===== src/rtl/ram64_wq_pkg.sv =====
// Shared widths, queue depth and drain-FSM encoding for the RAM64 write queue.
package ram64_wq_pkg;
  localparam int ADDR_W_DEF = 6;
  localparam int DATA_W_DEF = 16;
  localparam int DEPTH_DEF  = 4;

  typedef enum logic [1:0] {
    IDLE   = 2'd0,
    SETUP  = 2'd1,
    STROBE = 2'd2,
    HOLD   = 2'd3
  } wq_state_t;
endpackage


===== src/rtl/ram64_wq_fifo.sv =====
// Circular {addr,data} store with head/tail pointers and occupancy count; push/pop take effect on the edge.
// With RAM64_WQ_COALESCE_EN, merge rewrites the data of the newest entry instead of allocating.
module ram64_wq_fifo
  import ram64_wq_pkg::*;
#(
  parameter int ADDR_W = ADDR_W_DEF,
  parameter int DATA_W = DATA_W_DEF,
  parameter int DEPTH  = DEPTH_DEF
) (
  input  logic                     clk,
  input  logic                     reset,
  input  logic                     push,
  input  logic                     pop,
  input  logic [ADDR_W-1:0]        push_addr,
  input  logic [DATA_W-1:0]        push_data,
`ifdef RAM64_WQ_COALESCE_EN
  input  logic                     merge,
  output logic [ADDR_W-1:0]        tail_addr,
`endif
  output logic                     full,
  output logic                     empty,
  output logic [$clog2(DEPTH):0]   count,
  output logic [ADDR_W-1:0]        head_addr,
  output logic [DATA_W-1:0]        head_data,
  output logic [ADDR_W-1:0]        next_addr,
  output logic [DATA_W-1:0]        next_data
);
  localparam int PTR_W = $clog2(DEPTH);
  localparam int CNT_W = PTR_W + 1;

  logic [ADDR_W-1:0] addr_mem [DEPTH];
  logic [DATA_W-1:0] data_mem [DEPTH];
  logic [PTR_W-1:0]  head_ptr, tail_ptr, head_nxt;

  assign head_nxt  = head_ptr + PTR_W'(1);
  assign full      = (count == CNT_W'(DEPTH));
  assign empty     = (count == '0);
  assign head_addr = addr_mem[head_ptr];
  assign head_data = data_mem[head_ptr];
  assign next_addr = addr_mem[head_nxt];
  assign next_data = data_mem[head_nxt];

`ifdef RAM64_WQ_COALESCE_EN
  logic [PTR_W-1:0] tail_last;
  assign tail_last = tail_ptr - PTR_W'(1);
  assign tail_addr = addr_mem[tail_last];
`endif

  // Storage needs no reset: only slots between head and tail are ever read.
  always_ff @(posedge clk) begin
    if (push) begin
      addr_mem[tail_ptr] <= push_addr;
      data_mem[tail_ptr] <= push_data;
    end
`ifdef RAM64_WQ_COALESCE_EN
    if (merge) data_mem[tail_last] <= push_data;
`endif
  end

  always_ff @(posedge clk) begin
    if (reset) begin
      head_ptr <= '0;
      tail_ptr <= '0;
      count    <= '0;
    end else begin
      if (push) tail_ptr <= tail_ptr + PTR_W'(1);
      if (pop)  head_ptr <= head_nxt;
      case ({push, pop})
        2'b10:   count <= count + CNT_W'(1);
        2'b01:   count <= count - CNT_W'(1);
        default: count <= count;
      endcase
    end
  end
endmodule


===== src/rtl/ram64_write_queue.sv =====
// Queues {addr,data} writes and drains each to RAM64 as SETUP/STROBE/HOLD (one write per 3 cycles).
// req_ready comes from registered occupancy only; RAM64_WQ_COALESCE_EN merges same-address tail writes.
module ram64_write_queue
  import ram64_wq_pkg::*;
#(
  parameter int ADDR_W = ADDR_W_DEF,
  parameter int DATA_W = DATA_W_DEF,
  parameter int DEPTH  = DEPTH_DEF
) (
  input  logic                   clk,
  input  logic                   reset,
  input  logic                   req_valid,
  output logic                   req_ready,
  input  logic [ADDR_W-1:0]      req_addr,
  input  logic [DATA_W-1:0]      req_data,
  output logic [ADDR_W-1:0]      mem_address,
  output logic [DATA_W-1:0]      mem_in,
  output logic                   mem_load,
  output logic [$clog2(DEPTH):0] count,
  output logic                   busy
);
  localparam int CNT_W = $clog2(DEPTH) + 1;

  wq_state_t         state;
  logic              full, empty, accept, push, pop;
  logic [ADDR_W-1:0] head_addr, next_addr, load_addr;
  logic [DATA_W-1:0] head_data, next_data, load_data;

  assign req_ready = !full;
  assign accept    = req_valid && req_ready;
  assign pop       = (state == HOLD);
  assign busy      = (count != '0) || (state != IDLE);
  assign load_addr = (state == HOLD) ? next_addr : head_addr;

`ifdef RAM64_WQ_COALESCE_EN
  logic              merge, tail_in_drain, fwd;
  logic [ADDR_W-1:0] tail_addr;
  // With one entry outside IDLE, the tail is the word already on the RAM pins.
  assign tail_in_drain = (count == CNT_W'(1)) && (state != IDLE);
  assign merge = accept && !empty && !tail_in_drain && (req_addr == tail_addr);
  assign push  = accept && !merge;
  // A merge into the entry being latched this edge must reach mem_in directly.
  assign fwd = merge && (((state == IDLE) && (count == CNT_W'(1))) ||
                         ((state == HOLD) && (count == CNT_W'(2))));
  assign load_data = fwd ? req_data : ((state == HOLD) ? next_data : head_data);
`else
  assign push      = accept;
  assign load_data = (state == HOLD) ? next_data : head_data;
`endif

  ram64_wq_fifo #(
    .ADDR_W (ADDR_W),
    .DATA_W (DATA_W),
    .DEPTH  (DEPTH)
  ) u_fifo (
    .clk       (clk),
    .reset     (reset),
    .push      (push),
    .pop       (pop),
    .push_addr (req_addr),
    .push_data (req_data),
`ifdef RAM64_WQ_COALESCE_EN
    .merge     (merge),
    .tail_addr (tail_addr),
`endif
    .full      (full),
    .empty     (empty),
    .count     (count),
    .head_addr (head_addr),
    .head_data (head_data),
    .next_addr (next_addr),
    .next_data (next_data)
  );

  always_ff @(posedge clk) begin
    if (reset) begin
      state       <= IDLE;
      mem_address <= '0;
      mem_in      <= '0;
      mem_load    <= 1'b0;
    end else begin
      case (state)
        IDLE: begin
          mem_load <= 1'b0;
          if (!empty) begin
            state       <= SETUP;
            mem_address <= load_addr;
            mem_in      <= load_data;
          end
        end
        SETUP: begin
          state    <= STROBE;
          mem_load <= 1'b1;
        end
        STROBE: begin
          state    <= HOLD;
          mem_load <= 1'b0;
        end
        HOLD: begin
          mem_load <= 1'b0;
          if (count > CNT_W'(1)) begin
            state       <= SETUP;
            mem_address <= load_addr;
            mem_in      <= load_data;
          end else begin
            state <= IDLE;
          end
        end
        default: begin
          state    <= IDLE;
          mem_load <= 1'b0;
        end
      endcase
    end
  end
endmodule


===== config.mk =====
export PLATFORM = sky130hd
export DESIGN_NAME = ram64_write_queue
export DESIGN_NICKNAME = d
export VERILOG_FILES = /design/src/rtl/ram64_wq_pkg.sv /design/src/rtl/ram64_wq_fifo.sv /design/src/rtl/ram64_write_queue.sv
export SDC_FILE = /design/constraint.sdc
export NUM_CORES = 1
export LEC_CHECK = 0
export BUFFER_PORTS_ARGS = -buffer_cell sky130_fd_sc_hd__buf_2
export CORE_MARGIN = 1
export CORE_UTILIZATION = 59
export DETAILED_ROUTE_END_ITERATION = 10
export PLACE_DENSITY = 0.78
export SYNTH_ARGS = -nofsm -noshare
export SYNTH_HDL_FRONTEND = slang
export SYNTH_SLANG_ARGS = --single-unit

===== constraint.sdc =====
create_clock -name clk -period 2.5 [get_ports clk]
set_input_delay 0.25 -clock clk [delete_from_list [all_inputs] [get_ports clk]]
set_output_delay 0.25 -clock clk [all_outputs]
set_load 0.05 [all_outputs]

# [Yosys cells after proc, flatten, opt, wreduce, memory -nomap -nowiden]
# Memories as Yosys holds them, arrays and structs flattened. A register that Yosys moved wholly into a read port is not among the register bits.
# Index checks and enable logic that the tools add are counted.
# W data, S select, Z words.
[totals] elab_cells=52 in_bits=25 ramBits=88 mem_count=2 reg_bits=32 output_inout_bits=28
[memory_table] memory="u_fifo.data_mem" depth=4 width=16 rd=2 rd_ports_with_merged_regs=1 wr=1 line="ram64_wq_fifo.sv:32" text="logic [DATA_W-1:0] data_mem [DEPTH];"
[memory_table] memory="u_fifo.addr_mem" depth=4 width=6 rd=2 rd_ports_with_merged_regs=1 wr=1 line="ram64_wq_fifo.sv:31" text="logic [ADDR_W-1:0] addr_mem [DEPTH];"
[op_classes] n_reduce_logical=11 order_cmp=1 add_sub_neg=4 muxes=19 eq_ne=8
[ops] cell="$mux W16" n=3
[ops] cell="$pmux W16 S2" n=1
[ops] cell="$mux W6" n=3
[ops] cell="$pmux W6 S2" n=1
[ops] cell="$mux W2" n=5
[ops] cell="$pmux W2 S4" n=1
[ops] cell="$eq A2 B2 Y1 const B" n=3
[ops] cell="$pmux W3 S2" n=1
[ops] cell="$reduce_bool A2 Y1" n=3
[ops] cell="$add A2 B1 Y2 const B" n=2
[ops] cell="$eq A2 B1 Y1 const B" n=2
[ops] cell="$ne A2 B2 Y1 const B" n=2
[ops] cell="$add A3 B1 Y3 const B" n=1
[ops] cell="$eq A3 B3 Y1 const B" n=1
[ops] cell="$gt A3 B1 Y1 const B" n=1
[ops] cell="$logic_not A3 Y1" n=1
[ops] cell="$mux W1" n=3
[ops] cell="$reduce_and A3 Y1" n=1
[ops] cell="$reduce_bool A3 Y1" n=1
[ops] cell="$reduce_or A3 Y1" n=1
[ops] cell="$sub A3 B1 Y3 const B" n=1
[ops] cell="$logic_not A2 Y1" n=1
[ops] cell="$pmux W1 S2" n=1
[ops] cell="$logic_and A1 B1 Y1" n=1
[ops] cell="2 further kinds" n=2

# [Depth between registers and ports, before layout]
# Gate-level depths: netlist (run 1).
[logic_depth] word_depth=5 ltp_mapped=8 mapped_depth_nobuf=8

# [Modules after synthesis]
# A second synthesis (run 1) with hierarchy kept.
[hier_totals] hier_cells=335 area_unflattened_um2=5677.9
[by_module_without_submodules] module="ram64_wq_fifo" area_each_um2=4196.5 instances=1 seq_area_each_um2=2822.7 cells_per_inst=189
[by_module_without_submodules] module="ram64_write_queue" area_each_um2=1481.4 instances=1 seq_area_each_um2=500.5 cells_per_inst=146

# [Worst setup path before layout (run 1)]
# Ideal clock, no wire load.
[synth_timing] path_kind="reg2reg" start="register u_fifo.count[0]" end="memory u_fifo.addr_mem[0][0] (netlist name), enable pin" setup_slack_ps=2 stages_incl_launch_ff=5 required_ps=2119 arrival_time_ps=2117 n_path_buf=0 setup_time_ps=381 synth_period_minus_slack_ps=2498 path_cell_list="dfxtp_1 > inv_1 > ha_1 > a21boi_1 > and2_1"
[synth_via] elab_chain_cells=5
[synth_rtl] item="start: declaration" line="ram64_wq_fifo.sv:22" text="output logic [$clog2(DEPTH):0] count,"
[synth_rtl] item="start signal: assignment" line="ram64_wq_fifo.sv:69" text="2'b10: count <= count + CNT_W'(1);"
[synth_rtl] item="start signal: assignment" line="ram64_wq_fifo.sv:70" text="2'b01: count <= count - CNT_W'(1);"
[synth_rtl] item="start signal: assignment" line="ram64_wq_fifo.sv:71" text="default: count <= count;"
[synth_rtl] item="$eq A3 B3 Y1" line="ram64_wq_fifo.sv:36" text="assign full = (count == CNT_W'(DEPTH));"
[synth_rtl] item="$logic_not A1 Y1" line="ram64_write_queue.sv:29" text="assign req_ready = !full;"
[synth_rtl] item="$logic_and A1 B1 Y1" line="ram64_write_queue.sv:30" text="assign accept = req_valid && req_ready;"
[synth_rtl] item="$mux W1" line="ram64_wq_fifo.sv:51" text="if (push) begin"
[synth_rtl] item="$mux W1 (not written as such)" line="ram64_wq_fifo.sv:52" text="addr_mem[tail_ptr] <= push_addr;"
[synth_rtl] item="end: declaration" line="ram64_wq_fifo.sv:31"
# Every way passes these cells.

# [Final worst setup path (run 1)]
[layout_timing] start="register u_fifo.count[0]" end="register mem_in[5]"
[layout_via] elab_chain_cells=3 word_cells_on_any_way=5 classes_between="order compare: 1; eq/ne: 2; reduce/logical: 2"
[layout_rtl] item="$gt A3 B1 Y1 / $logic_not A3 Y1 (equally long branches)" line="ram64_write_queue.sv:101, ram64_wq_fifo.sv:37"
[layout_rtl] item="$ne A2 B2 Y1 (no source line)"
[layout_rtl] item="$reduce_and A3 Y1 (no source line) *"
[layout_rtl] item="end signal: assignment" line="ram64_write_queue.sv:88" text="mem_in <= load_data;"
[layout_rtl] item="end signal: assignment" line="ram64_write_queue.sv:104" text="mem_in <= load_data;"
[layout_rtl] item="end: declaration" line="ram64_write_queue.sv:17" text="output logic [DATA_W-1:0] mem_in,"
# Every way passes the cells marked *; elsewhere a longest branch is shown, timed or not.
# A chain may end at the register's enable or synchronous reset.

==> results of run 1 <==
-- critical path: stages (launching register included) --
cell      delay, ns
dfxtp_1        0.44
inv_1          0.10
ha_1           0.26
nand3b_4       0.12
o221a_2        0.43
buf_12         0.23
nor2_1         0.06
a211oi_1       0.27
-- worst paths after layout --
path | slack [ns] | endpoint | cells past startpoint | startpoint
setup / recovery | 0.47 | mem_in[5] | 7 | u_fifo.count[0]
hold reg to reg | 0.50 | mem_address[0] | 2 | mem_address[0]
setup reg to reg | 0.47 | mem_in[5] | 7 | u_fifo.count[0]
hold / removal | 0.24 | u_fifo.count[0] | 2 | reset
-- cell type report --
| cell class | count | area (µm²) |
|---|---|---|
| clock inverter | 15 | 151.4 |
| timing repair buffer | 88 | 623.1 |
| fill | 515 | 2213 |
| tap | 108 | 135.1 |
| sequential | 122 | 3324 |
| inverter | 7 | 26.28 |
| clock buffer | 17 | 414.1 |
| multi-input combinational | 161 | 1918 |
-- registers in the layout, indices dropped and copies added, names as in the netlist, named ones only --
register / flops
u_fifo.addr_mem: 24
u_fifo.tail_ptr: 2
mem_address: 6
u_fifo.count: 3
mem_load: 1
u_fifo.data_mem: 64
u_fifo.head_ptr: 2
state: 2
mem_in: 16
-- kinds of logic (layout without fill, tap and decap cells) --
kind of cell    count (synthesis)  count (layout)  share of synthesized area [%]
flops                         122             122                          61.10
buf+inv                        29             127                          3.681
compound gates                 33              33                          4.417
simple gates                   43              43                          3.658
xor+xnor                        5               5                         0.8053
fa+ha+maj                      13              13                          2.991
mux                            67              67                          23.35
-- per-stage QoR --
step	worst slack, ns	cells
floorplan	0.002481	312
global placement	0.5807	464
detailed placement	0.5317	464
CTS	0.4861	518
global route	0.3077	518
finish	0.4690	518
-- Yosys cell counts --
| master | n | share of area (%) |
|---|---|---|
| buf_2 | 7 | 0.64 |
| nand2b_1 | 1 | 0.12 |
| edfxtp_1 | 88 | 49 |
| buf_6 | 11 | 2.3 |
| nand3b_4 | 1 | 0.37 |
| clkbuf_1 | 4 | 0.28 |
| inv_1 | 7 | 0.48 |
| o21ai_0 | 3 | 0.28 |
| nor3b_1 | 1 | 0.14 |
| a221oi_1 | 1 | 0.16 |
| xnor2_1 | 2 | 0.32 |
| nor2_1 | 32 | 2.2 |
| mux4_2 | 31 | 13 |
| mux2i_1 | 23 | 4.2 |
| dfxtp_1 | 34 | 13 |
| o221a_2 | 1 | 0.21 |
| xor2_1 | 3 | 0.48 |
| mux4_1 | 13 | 6.3 |
| a21oi_1 | 3 | 0.28 |
| nor2b_1 | 1 | 0.12 |
| o21ba_1 | 1 | 0.18 |
| and2_1 | 4 | 0.46 |
| a211oi_1 | 23 | 3.2 |
| or3_1 | 1 | 0.12 |
| a21boi_1 | 1 | 0.14 |
| nand2_1 | 2 | 0.14 |
| ha_1 | 13 | 3.0 |
-- per-layer routing --
layer	up-vias	track usage, %
met5	-	0
met4	0	10.72
met3	16	8.089
met2	82	42.20
met1	1562	28.64
li1	1430	-
-- power groups by stage --
stage / logic [W] / registers [W] / clock network, W
2_1_floorplan: 0.00112 / 0.00309 / 0
3_3_place_gp: 0.00192 / 0.00261 / 0
3_5_place_dp: 0.00197 / 0.00263 / 0
4_1_cts: 0.00202 / 0.00259 / 0.00238
5_1_grt: 0.00220 / 0.00262 / 0.00246
6_report: 0.00201 / 0.00259 / 0.00234
-- repair_timing --
| item | in CTS | in global routing |
|---|---|---|
| hold buffers | 22 | 0 |
| endpoints found under the setup margin | 0 | 0 |
| resized for setup | 0 | 0 |
| endpoints found under the hold margin | 88 | 0 |
| buffers inserted | 0 | 0 |
==> out/qor.yml, run 1 <==
cts_made_buffers: 17
io_pins: 53
first_pass_iters: 7
path_max_fanout: 28
violations: "DRC"
p_switching_w: 0.002388
drc_errors: 3
cp-start-kind: "register"
die_width_um: 98.02
max_slew_margin_pct: 55.15
synth_cells: 312
rows: 34
power_frac_clock_pct: 33.7
holdCritPathClass: "input port to register"
core_area_um2: 8806
vias: 3090
routed-wl-met2_um: 5621
start_util_pct: 61.76
grt_pass1_wl_um: 17000
drv_slew: 0
fp.dieH_um: 98.02
status: "complete, but fails checks"
p_sw_share_pct: 34.42
critical_path_class: "register to register"
power.internal_w: 0.004550
timing.hold.ws_ns: 0.2410
finalSetupViolations: 0
finalWorstPathRequiredPeriod_ns: 2.031
p_leak_nw: 2.336
required_ns: 2.92
synth_area_um2: 5439
fin_crit_sh_pct: 81.24
antenna_found_initial: 0
power.total_w: 0.006938
ir_drop_mv: 0.6991
fin_util_pct: 74.87
finalSetupTns_ns: 0
insertion_delay_ns: 0.53
antennaDiodeCount: 0
grtUsageTotal_pct: 24.71
dr_wl_met3_um: 522
syn_to_final_growth_pct: 21.21
timing.fmax_ghz: 0.4924
synth.distinct_cells: 27
grt_pass1_vias: 3235
finalNetCount: 435
wl_um: 10590
end_kind: "register"
power_frac_seq_pct: 37.4
drt_iter0_markers: 142
clockBufferDepth: 2
synth_fp_nets: 350
cts-root-buf: "clkbuf_8"
grt_overflow_total: 0
portBuffers: 52
cap_violations: 0
syn_area_per_cell_um2: 17.43
ys_ff_latch: 122
layout-drive-gt1-share_pct: 31.95
skew_ns: 0.009931
yosysWarnings: 0
tightest_slew_ns: 0.6727
antenna_left: 0
routabilityCongestion: 0.7621
top_layer_used: "met4"
grt_setup_unrepaired: "no"
finalInstanceArea_um2: 6593
arrival_ns: 2.45
ys_seq_area_share_pct: 61.10
grt_max_degree: 34
hold_viol: 0
cts_tree: "built"
wl_per_cell_um: 20.44
comb_power_share_pct: 28.9
dpl-instance-area_um2: 5807
power_density_nw_per_um2: 1052
wl_met1_um: 4277
final_common_cell: "edfxtp_1"
post-dp-hpwl_um: 6114
final_cell_mix: "88 x edfxtp_1, 52 x buf_2, 33 x dfxtp_1, 32 x nor2_1, 31 x mux4_2"
via_per_inst: 5.965
clock_sinks: 122
clk_pin_slew_ns: 0.06
fp.dieArea_um2: 9607
cts_max_level: 4
Power figures use the tool's default switching activity.
==> inputs of run 2 (changes only) <==
clock period = 1.99 ns   (was 2.5 ns; I/O delays follow)
==> run 2 against run 1 <==
The run still ends with DRC left. Critical path depth is 3 lower. First-iteration DRC count is 49% higher. Combinational power up 29%. Sequential share of layout area is 0.73 points lower. Critical path type is now register to primary output. Critical endpoint is now busy. Largest power group unchanged.
==> out/qor.yml, run 2 (synthesis gave the netlist of run 1 again) <==
drt_iter0_markers: 211
syn_to_final_growth_pct: 23.26
p_switching_w: 0.002967
antenna_left: 0
required_ns: 1.79
via_per_inst: 6.029
path_max_fanout: 6
antenna_found_initial: 0
antennaDiodeCount: 0
cts-root-buf: "clkbuf_8"
grt_max_degree: 34
finalSetupViolations: 0
cts_tree: "built"
cap_violations: 0
status: "complete, but fails checks"
multi_input_area_um2: 1939
drv_slew: 0
routabilityCongestion: 0.7519
wl_per_cell_um: 19.92
power_frac_clock_pct: 34.1
grt_pass1_wl_um: 16790
final_common_cell: "edfxtp_1"
portBuffers: 52
fin_ws_ns: 0.1542
grt_pass1_vias: 3314
crit_buf_inv: 2
first_pass_iters: 7
holdCritPathClass: "input port to register"
cp-start-kind: "register"
finalWorstPathRequiredPeriod_ns: 1.836
ir_drop_mv: 0.8711
power_density_nw_per_um2: 1323
io_pins: 53
n_fill_cell: 493
rows: 34
place_inst: 470
p_leak_nw: 2.384
post-place-ws_ns: 0.1565
cts_max_level: 4
final_cells: 524
comb_power_share_pct: 29.3
power.internal_w: 0.005899
layout-drive-gt1-share_pct: 34.86
finalSetupTns_ns: 0
post-dp-hpwl_um: 6344
hold_viol: 0
cts_made_buffers: 17
clock_sinks: 122
arrival_ns: 1.64
regMostFlops: "u_fifo.data_mem"
core_area_um2: 8806
slowest_stage: "dfxtp_1"
p_sw_share_pct: 33.47
final_cell_mix: "88 x edfxtp_1, 52 x buf_2, 32 x nor2_1, 31 x mux4_2, 31 x dfxtp_1"
grt_overflow_total: 0
max_slew_margin_pct: 54.93
largestRegisters: "u_fifo.data_mem (64), u_fifo.addr_mem (24), mem_in (16)"
fin_crit_sh_pct: 92.25
clockBufferDepth: 2
largest_register_ffs: 64
crit_chain: "inv_1 -> ha_1 -> nand3b_4 -> buf_2"
finalNetCount: 441
grtUsageTotal_pct: 23.98
critical_path_class: "register to primary output"
rrSetupSlack_ns: 0.21
start_util_pct: 61.76
seq_area_um2: 3332
fp.dieArea_um2: 9607
skew_ns: 0.01513
clk_pin_slew_ns: 0.06
die_width_um: 98.02
violations: "DRC"
path_delay_family: "buffers and inverters"
drc_errors: 3
timing.fmax_ghz: 0.5447
fp.dieH_um: 98.02
tightest_slew_ns: 0.6760
wl_um: 10440
grt_setup_unrepaired: "no"
power_frac_seq_pct: 36.6
vias: 3159
slowest_delay_ns: 0.37
insertion_delay_ns: 0.52
end_kind: "primary output"
run 2: cell count changes in the layout (fill, tap and decap cells not counted), sizes merged:
cell,delta
clkinv,-1
buf,+6
bufinv,+1
inv,-1
clkbuf,+1
run 2: cell type report:
class | instances | share of cell area [%]
timing repair buffer | 94 | 10.15
multi-input combinational | 161 | 28.93
tap | 108 | 2.016
clock inverter | 14 | 2.576
sequential | 122 | 49.70
clock buffer | 18 | 6.234
inverter | 7 | 0.3919
run 2: path summary, 6_finish.rpt:
| kind | depth (start not counted) | endpoint | from |
|---|---|---|---|
| min reg2reg | 2 | mem_in[14] | mem_in[14] |
| max reg2reg | 6 | u_fifo.addr_mem[2][3] | u_fifo.count[0] |
| max | 4 | busy | state[0] |
| min | 2 | u_fifo.count[0] | reset |
run 2: what timing repair did:
action,4_1_cts,5_1_grt
resized for setup,0,1
hold buffers,22,0
buffers inserted,0,0
endpoints found under the setup margin,0,1
hold endpoints to repair,88,0
run 2: metrics by stage:
| stage | hold WS (ns) | util, % | area, µm² | total power, W |
|---|---|---|---|---|
| 2_1_floorplan | 0.2979 | - | 5455 | 0.005300 |
| 3_3_place_gp | 0.4127 | 66.78 | 5881 | 0.005749 |
| 3_5_place_dp | 0.4155 | 66.78 | 5881 | 0.005843 |
| 4_1_cts | 0.1989 | 75.99 | 6691 | 0.008897 |
| 5_1_grt | 0.2630 | 76.13 | 6704 | 0.009252 |
| 6_report | 0.2173 | 76.13 | 6704 | 0.008866 |
run 2: power groups by stage:
| stage | sequential [W] | combinational [W] | clock, W |
|---|---|---|---|
| 6_report | 0.00324 | 0.00260 | 0.00302 |
| 5_1_grt | 0.00328 | 0.00281 | 0.00315 |
| 4_1_cts | 0.00324 | 0.00260 | 0.00305 |
| 3_5_place_dp | 0.00329 | 0.00255 | 0 |
| 3_3_place_gp | 0.00327 | 0.00248 | 0 |
| 2_1_floorplan | 0.00389 | 0.00141 | 0 |
run 2: layer usage:
metal	global-route usage [%]	routed length (µm)
met1	28.42	4268
met2	41.39	5470
met3	6.729	570
met4	9.907	128
met5	0	0
==> inputs of run 3 (changes only) <==
PLACE_DENSITY = 0.8   (was 0.78)
==> run 3 against run 2 <==
Largest power group unchanged. Non-clock buffer count is 5 lower. Routed wire length fell by 1.3%. Setup slack improved by 0.014 ns. The flow still finishes with violations (DRC).
==> out/qor.yml, run 3 (synthesis gave the netlist of run 1 again) <==
power_density_nw_per_um2: 1339
path_delay_family: "flip-flops"
layout-drive-gt1-share_pct: 33.82
finalWorstPathRequiredPeriod_ns: 1.822
crit_chain: "inv_1 -> ha_1 -> nand3b_4 -> buf_2"
antenna_left: 0
n_fill_cell: 499
finalNetCount: 436
vias: 3076
final_cell_mix: "88 x edfxtp_1, 52 x buf_2, 32 x nor2_1, 31 x mux4_2, 31 x dfxtp_1"
wl_per_cell_um: 19.84
fin_crit_sh_pct: 91.53
clockBufferDepth: 2
fp.dieArea_um2: 9607
portBuffers: 52
via_per_inst: 5.927
status: "complete, but fails checks"
clk_pin_slew_ns: 0.06
max_slew_margin_pct: 54.69
cts_setup_buffers: 0
drt_iter0_markers: 172
end_kind: "primary output"
antennaDiodeCount: 0
cts_made_buffers: 17
start_util_pct: 61.76
cap_violations: 0
routabilityCongestion: 0.7027
arrival_ns: 1.62
regMostFlops: "u_fifo.data_mem"
required_ns: 1.79
antenna_found_initial: 0
p_leak_nw: 2.394
grtUsageTotal_pct: 23.52
slowest_delay_ns: 0.37
critical_path_class: "register to primary output"
grt_max_degree: 45
finalSetupTns_ns: 0
violations: "DRC"
place_inst: 465
grt_overflow_total: 0
insertion_delay_ns: 0.51
wl_um: 10300
hold_viol: 0
syn_to_final_growth_pct: 23.90
holdCritPathClass: "input port to register"
path_max_fanout: 6
drc_errors: 4
final_cells: 519
ir_drop_mv: 0.9545
largestRegisters: "u_fifo.data_mem (64), u_fifo.addr_mem (24), mem_in (16)"
grt_pass1_vias: 3163
finalSetupViolations: 0
grt_pass1_wl_um: 16450
cp-start-kind: "register"
final_common_cell: "edfxtp_1"
fp.dieH_um: 98.02
core_area_um2: 8806
rows: 34
die_width_um: 98.02
largest_register_ffs: 64
io_pins: 53
slowest_stage: "dfxtp_1"
drv_slew: 0
post-dp-hpwl_um: 5924
timing.fmax_ghz: 0.5490
cts-root-buf: "clkbuf_8"
tightest_slew_ns: 0.6797
clock_sinks: 122
crit_buf_inv: 2
first_pass_iters: 7
skew_ns: 0.01695
cts_tree: "built"
cts_max_level: 4
grt_setup_unrepaired: "no"
## run 3: cell types whose count changed in the layout (fill, tap and decap cells not counted), sizes merged
cell,delta
buf,-5
bufinv,+2
clkbuf,+1
clkinvlp,-2
inv,-1
## run 3: routing by layer
metal  global-route usage [%]  vias to the layer above  part of all wire, %
li1                         -                     1430                    -
met4                    7.576                        0                 0.88
met1                    28.63                     1543                   41
met5                        0                        -                    0
met2                    41.17                       94                   54
met3                    6.084                        9                  4.5
## run 3: power by group
part / total, W / switching, W / internal (W)
registers: 0.00326 / 0.000178 / 0.00308
logic: 0.00256 / 0.00167 / 0.000890
clock network: 0.00321 / 0.00106 / 0.00215
## run 3: repair_timing
item,CTS,global route
gates resized for setup,0,1
setup endpoints to repair,0,1
hold buffers,22,0
endpoints found under the hold margin,88,0
## run 3: cell type report
type                    count  area, µm²  area share, %
inverters                   7      26.28         0.3899
clock inverters            13      201.4          2.989
multi-input cells         161       1929          28.63
flip-flops and latches    122       3332          49.44
repair buffers             89      693.2          10.29
clock buffers              19      421.7          6.257
well taps                 108      135.1          2.005
## run 3: per-stage QoR
step / hold WS, ns / area, µm² / util (%) / worst slack [ns] / power, W
CTS: 0.1959 / 6736 / 76.50 / 0.1530 / 0.009071
detailed placement: 0.4199 / 5893 / 66.92 / 0.1789 / 0.005814
global route: 0.2151 / 6739 / 76.53 / 0.03900 / 0.009433
floorplan: 0.2979 / 5455 / - / 0.004672 / 0.005300
global placement: 0.4091 / 5893 / 66.92 / 0.2186 / 0.005731
finish: 0.2154 / 6739 / 76.53 / 0.1685 / 0.009026
## run 3: final timing paths
| kind | slack (ns) | startpoint | depth (start not counted) | endpoint |
|---|---|---|---|---|
| worst min-delay path | 0.22 | reset | 2 | u_fifo.count[0] |
| worst min register to register | 0.49 | mem_in[1] | 2 | mem_in[1] |
| worst max register to register | 0.21 | u_fifo.count[0] | 7 | u_fifo.count[2] |
| worst max-delay path | 0.17 | state[0] | 4 | busy |
